`config.mk`:
```
export PLATFORM = sky130hd
export DESIGN_NAME = slave_port_arbiter
export DESIGN_NICKNAME = d
export VERILOG_FILES = /design/src/rtl/slave_port_arbiter.sv
export SDC_FILE = /design/constraint.sdc
export NUM_CORES = 1
export LEC_CHECK = 0
export CAP_MARGIN = 5
export CORE_AREA = 4 4 41 43
export CTS_BUF_LIST = sky130_fd_sc_hd__clkbuf_8
export DETAILED_ROUTE_END_ITERATION = 7
export DIE_AREA = 0 0 45 47
export GPL_ROUTABILITY_DRIVEN = 0
export PLACE_DENSITY = 0.7
export REMOVE_ABC_BUFFERS = 1
export SYNTH_ARGS = -nofsm -noshare
export SYNTH_HDL_FRONTEND = slang
export SYNTH_SLANG_ARGS = --single-unit
```
`constraint.sdc`:
```
create_clock -name hclk -period 3.7 [get_ports hclk]
set_input_delay 0.37 -clock hclk [delete_from_list [all_inputs] [get_ports hclk]]
set_output_delay 0.37 -clock hclk [all_outputs]
set_load 0.02 [all_outputs]
```
`src/rtl/slave_port_arbiter.sv`:
```
// Per-slave-port AHB arbiter: one-hot address-phase grant and a registered data-phase owner.
// Define BM_ARB_ROUND_ROBIN_EN for round-robin priority; otherwise fixed priority (lowest index wins).
module slave_port_arbiter #(
  parameter int NUM_REQ = 4,
  parameter int ID_W    = 2
) (
  input  logic               hclk,
  input  logic               hresetn,
  input  logic [NUM_REQ-1:0] req,
  input  logic [NUM_REQ-1:0] hold,
  input  logic               hready,
  output logic [NUM_REQ-1:0] gnt,
  output logic [ID_W-1:0]    hmaster,
  output logic [ID_W-1:0]    hmaster_data,
  output logic               data_valid
);

  typedef enum logic {
    IDLE  = 1'b0,
    OWNED = 1'b1
  } state_t;

  state_t          state;
  logic [ID_W-1:0] win;

  function automatic logic [NUM_REQ-1:0] to_onehot(input logic [ID_W-1:0] idx);
    logic [NUM_REQ-1:0] o;
    o      = '0;
    o[idx] = 1'b1;
    return o;
  endfunction

`ifdef BM_ARB_ROUND_ROBIN_EN
  logic [ID_W-1:0] rr_ptr;

  // Lowest requester above the last winner; if none, wrap to the lowest requester overall.
  function automatic logic [ID_W-1:0] pick(input logic [NUM_REQ-1:0] r,
                                           input logic [ID_W-1:0]    ptr);
    logic [ID_W-1:0] w_any;
    logic [ID_W-1:0] w_hi;
    logic            hi_found;
    w_any    = '0;
    w_hi     = '0;
    hi_found = 1'b0;
    for (int i = NUM_REQ - 1; i >= 0; i--) begin
      if (r[i]) begin
        w_any = ID_W'(i);
        if (i > int'(ptr)) begin
          w_hi     = ID_W'(i);
          hi_found = 1'b1;
        end
      end
    end
    return hi_found ? w_hi : w_any;
  endfunction

  always_comb win = pick(req, rr_ptr);
`else
  function automatic logic [ID_W-1:0] pick(input logic [NUM_REQ-1:0] r);
    logic [ID_W-1:0] w;
    w = '0;
    for (int i = NUM_REQ - 1; i >= 0; i--) begin
      if (r[i]) w = ID_W'(i);
    end
    return w;
  endfunction

  always_comb win = pick(req);
`endif

  // Everything advances only on hready; a stalled slave freezes both phases.
  always_ff @(posedge hclk or negedge hresetn) begin
    if (!hresetn) begin
      state        <= IDLE;
      gnt          <= '0;
      hmaster      <= '0;
      hmaster_data <= '0;
      data_valid   <= 1'b0;
`ifdef BM_ARB_ROUND_ROBIN_EN
      rr_ptr       <= ID_W'(NUM_REQ - 1);
`endif
    end else if (hready) begin
      hmaster_data <= hmaster;
      data_valid   <= |gnt;
      case (state)
        IDLE: begin
          if (|req) begin
            state   <= OWNED;
            gnt     <= to_onehot(win);
            hmaster <= win;
`ifdef BM_ARB_ROUND_ROBIN_EN
            rr_ptr  <= win;
`endif
          end
        end
        OWNED: begin
          if (hold[hmaster]) begin
            state <= OWNED;
          end else if (|req) begin
            state   <= OWNED;
            gnt     <= to_onehot(win);
            hmaster <= win;
`ifdef BM_ARB_ROUND_ROBIN_EN
            rr_ptr  <= win;
`endif
          end else begin
            state   <= IDLE;
            gnt     <= '0;
            hmaster <= '0;
          end
        end
        default: begin
          state   <= IDLE;
          gnt     <= '0;
          hmaster <= '0;
        end
      endcase
    end
  end

endmodule
```
After elaboration in Yosys (flattened, before gate mapping)
Cells that the tools add are included.

storage, ports and cells
  memory bits (read-only) = 0
  bits in writable memories = 0
  bits in latches = 0
  memories = 0
  bits of input ports = 11
  bits in registers = 10

operators by class
  magnitude comparators = 3
  divide/modulo/power cells = 0
  reductions and logical operators = 4
  multiplexer cells = 19
  shift-type cells = 0
  $add $sub $neg = 0
  bitwise gates (word level) = 1
  $mul = 0
  equal/unequal tests = 2

operators by type and width
  operator                                             number
  2-to-1 mux 2 bit                                     7
  2-to-1 mux 4 bit                                     3
  one-hot mux 4 bit (2 select lines)                   1
  OR reduction 4 bit                                   2
  < comparator 2 x 3 -> 1 bit, second input constant   2
  2-to-1 mux 1 bit                                     4
  != test 2 bit, second input constant                 2
  one-hot mux 2 bit (2 select lines)                   1
  AND reduction 3 bit                                  1
  binary-select mux 1 bit (select 2 bit)               1
  demux 1 bit (select 2 bit)                           1
  >= comparator 2 x 1 -> 1 bit, second input constant  1
  one-hot mux 1 bit (2 select lines)                   1
  logical AND 1 bit                                    1
  inverter 1 bit                                       1

Logic depth before layout (Yosys ltp)
  word-level depth = 11
  depth in mapped cells = 4
  depth with buffers taken out = 4

Least setup slack after synthesis
OpenSTA, ideal clock, no wires.

  path kind = reg2reg
  start = register hmaster[1]
  end = register gnt[3]
  slack = 2195 ps
  stages on the path, launching flop included = 5
  library setup time = 121 ps
  arrival = 1384 ps
  clock period less this slack = 1505 ps
  data required time = 3579 ps
  cells stage by stage = dfrtp_1 > mux2i_1 > o221ai_2 > a21o_1 > a22o_1

between the ends
  longest elaborated chain between the ends = 4

RTL lines
  element                                 line  RTL
  start: declaration                      13    output logic [ID_W-1:0] hmaster,
  start signal: assignment                90    hmaster <= win;
  start signal: assignment                102   hmaster <= win;
  binary-select mux 1 bit (select 2 bit)  97    if (hold[hmaster]) begin
  2-to-1 mux 1 bit (not written as such)  97
  != test 2 bit (no source line)          --
  AND reduction 3 bit (no source line)    --
  end signal: assignment                  89    gnt <= to_onehot(win);
  end signal: assignment                  101   gnt <= to_onehot(win);
  end: declaration                        12    output logic [NUM_REQ-1:0] gnt,

Every way passes these cells. The select of a mux whose other input is x is not followed.
A chain may end at the register's enable or synchronous reset.

Worst setup path after layout
  start = register hmaster[1]
  end = output port hmaster[1]

No word-level cell between the ends.

==> run metrics <==
commonest non-fill, non-tap cells in the layout clkdlybuf4s50_1 (19), dfrtp_1 (10); PostCTS Resize Cnt 0; first-pass GRT wire length 1970 um; reg2reg start hmaster[1]; reg-to-reg endpoint gnt[2]; busiest layer in global routing met2; Worst path top cell family by delay buffers and inverters; GRT Total Usage 0.135; Sink Count 10; crit share post-route 0.456; I/O pin count 20; Final Util 0.578; met3 usage 0.0421; die width between 40 and 50 um; Cells after Synth 47; crit-path cells clkdlybuf4s50_1; Synth Warn # 0; # rows 13; antenna violations before repair 0; GR Util met2 0.215; reg2reg setup slack between 2 and 2.5 ns; met1 usage 0.156; slowest cell on the critical path clkdlybuf4s50_1; Synth Register Bits 10; CTS clk-pin slew, worst paths ~0.05 ns; crit path from hmaster[1]; largest net degree at the start of global routing 11; clk buf depth 2; critical path arrival ~1.3 ns; Startpoint Class flop; max incr delay on CP 0.64 ns; Cell Area, Synth 493 um^2; Final Power between 0.5 and 0.6 mW; sequential area share after synthesis 0.508; share of layout cells above drive strength 1 0.116; critical-path maximum fanout 5; Max Slew Vio Count 0; Num CTS Buffers 3; leakage ~0.32 nW; vias in the first global route ~440; final instance area roughly 750 um^2; DP HPWL approximately 940 um; Max-Slew Margin vs Limit 0.695; drt first-iter violations 15; wire per inst 14.6 um; status finished clean; root buf cell clkbuf_8; worst-margin pin slew around 0.46 ns; worst-skew pair later-pin latency between 0.2 and 0.25 ns; f_max between 500 and 600 MHz; fin crit period approximately 1.7 ns; CP required 3.33 ns; Mapped Avg Cell Area 10.5 um^2; Max Cap Violations 0; fin nets between 80 and 90; worst hold path type primary input to async pin; VDD IR max between 0.3 and 0.4 mV; worst r2r path cells 4; Placement Cell Area between 600 and 700 um^2; 1st-pass router iterations 4; crit path buf inv count 1; total core area ~1300 um^2; RSZ-0062 raised after global routing false; drt drc 0; FF/Latch Area ~250 um^2; Starting Density 0.379; # diodes 0; htree depth 1; Final Hold Viols 0; Layout Skew 0.00418 ns; area of the multi-input gates between 200 and 250 um^2; # Post-CTS Setup Buffers 0; CTS tree yes; worst setup path class flop to primary output; Vias about 460; Port Buffer Count 19; Netlist cell types 18; die area about 2100 um^2; mean number of vias per cell 5.51; Synth-to-Final Area Change 52.5%; commonest non-fill, non-tap cell in the layout clkdlybuf4s50_1; cell area power density around 690 nW/um^2; Worst setup EP type primary output; WL final about 1200 um; Filler cells around 110; Setup TNS 0 ns; cts hold-fix bufs 0; final setup fails 0; total global routing overflow 0; Final ANT Viol Nets 0; Die Y about 47 um
[area by class of cell]
cell class,count,area share
Sequential cell,10,0.333
Multi-Input combinational cell,33,0.301
Timing Repair Buffer,19,0.253
Clock buffer,4,0.0732
Tap cell,15,0.0250
Inverter,3,0.0150
[worst max path at each step]
stage | to | slack, ns | depth (start not counted)
6_report | hmaster[1] | 2.01 | 1
5_1_grt | hmaster[1] | 1.97 | 1
3_5_place_dp | gnt[2] | 1.86 | 5
2_1_floorplan | gnt[3] | 2.19 | 4
3_3_place_gp | gnt[2] | 1.90 | 4
4_1_cts | hmaster[1] | 2.00 | 1
[flip-flops by register name, indices dropped and copies added (netlist names)]
| name | flops |
|---|---|
| state | 1 |
| hmaster | 2 |
| hmaster_data | 2 |
| data_valid | 1 |
| gnt | 4 |
[power by group]
group	internal (mW)	switching [mW]
Clock	0.0935	0.0424
Combinational	0.107	0.100
Sequential	0.145	0.0322
[cells by family (layout without fill, tap and decap cells)]
logic type	Yosys count	after routing	share of synthesized area
multiplexers	6	6	0.129
flip-flops	10	10	0.508
AND/OR/NAND/NOR	14	14	0.135
AO/OA/AOI/OAI	13	13	0.195
buffers and inverters	4	26	0.0330
[cells in the mapped netlist]
cell,n,area share
dfrtp_1,10,0.51
a22o_1,4,0.071
nand2_1,4,0.030
o21ai_0,4,0.041
inv_1,3,0.023
mux2_2,3,0.069
mux2i_1,3,0.061
nor2_1,3,0.023
nor3_1,3,0.030
nor4_1,2,0.025
a21o_1,1,0.015
a21oi_1,1,0.010
clkbuf_2,1,0.010
nand2b_1,1,0.013
nor2b_1,1,0.013
o21ai_1,1,0.010
o221ai_2,1,0.030
o41ai_1,1,0.018
[metrics by stage]
step | hold slack [ns] | cells | worst slack, ns
6_report | 0.451 | 84 | 2.01
5_1_grt | 0.488 | 84 | 1.97
4_1_cts | 0.468 | 84 | 2.00
3_5_place_dp | 0.497 | 80 | 1.86
3_3_place_gp | 0.489 | 80 | 1.90
2_1_floorplan | 0.0744 | 46 | 2.19
[routing by layer]
layer / up-vias / share of wire / wire length, um
met5: - / 0 / 0
met4: 0 / 0.022 / 27
met3: 4 / 0.10 / 128
met2: 31 / 0.45 / 550
met1: 210 / 0.42 / 519
li1: 218 / - / -
Power figures use the tool's default switching activity.
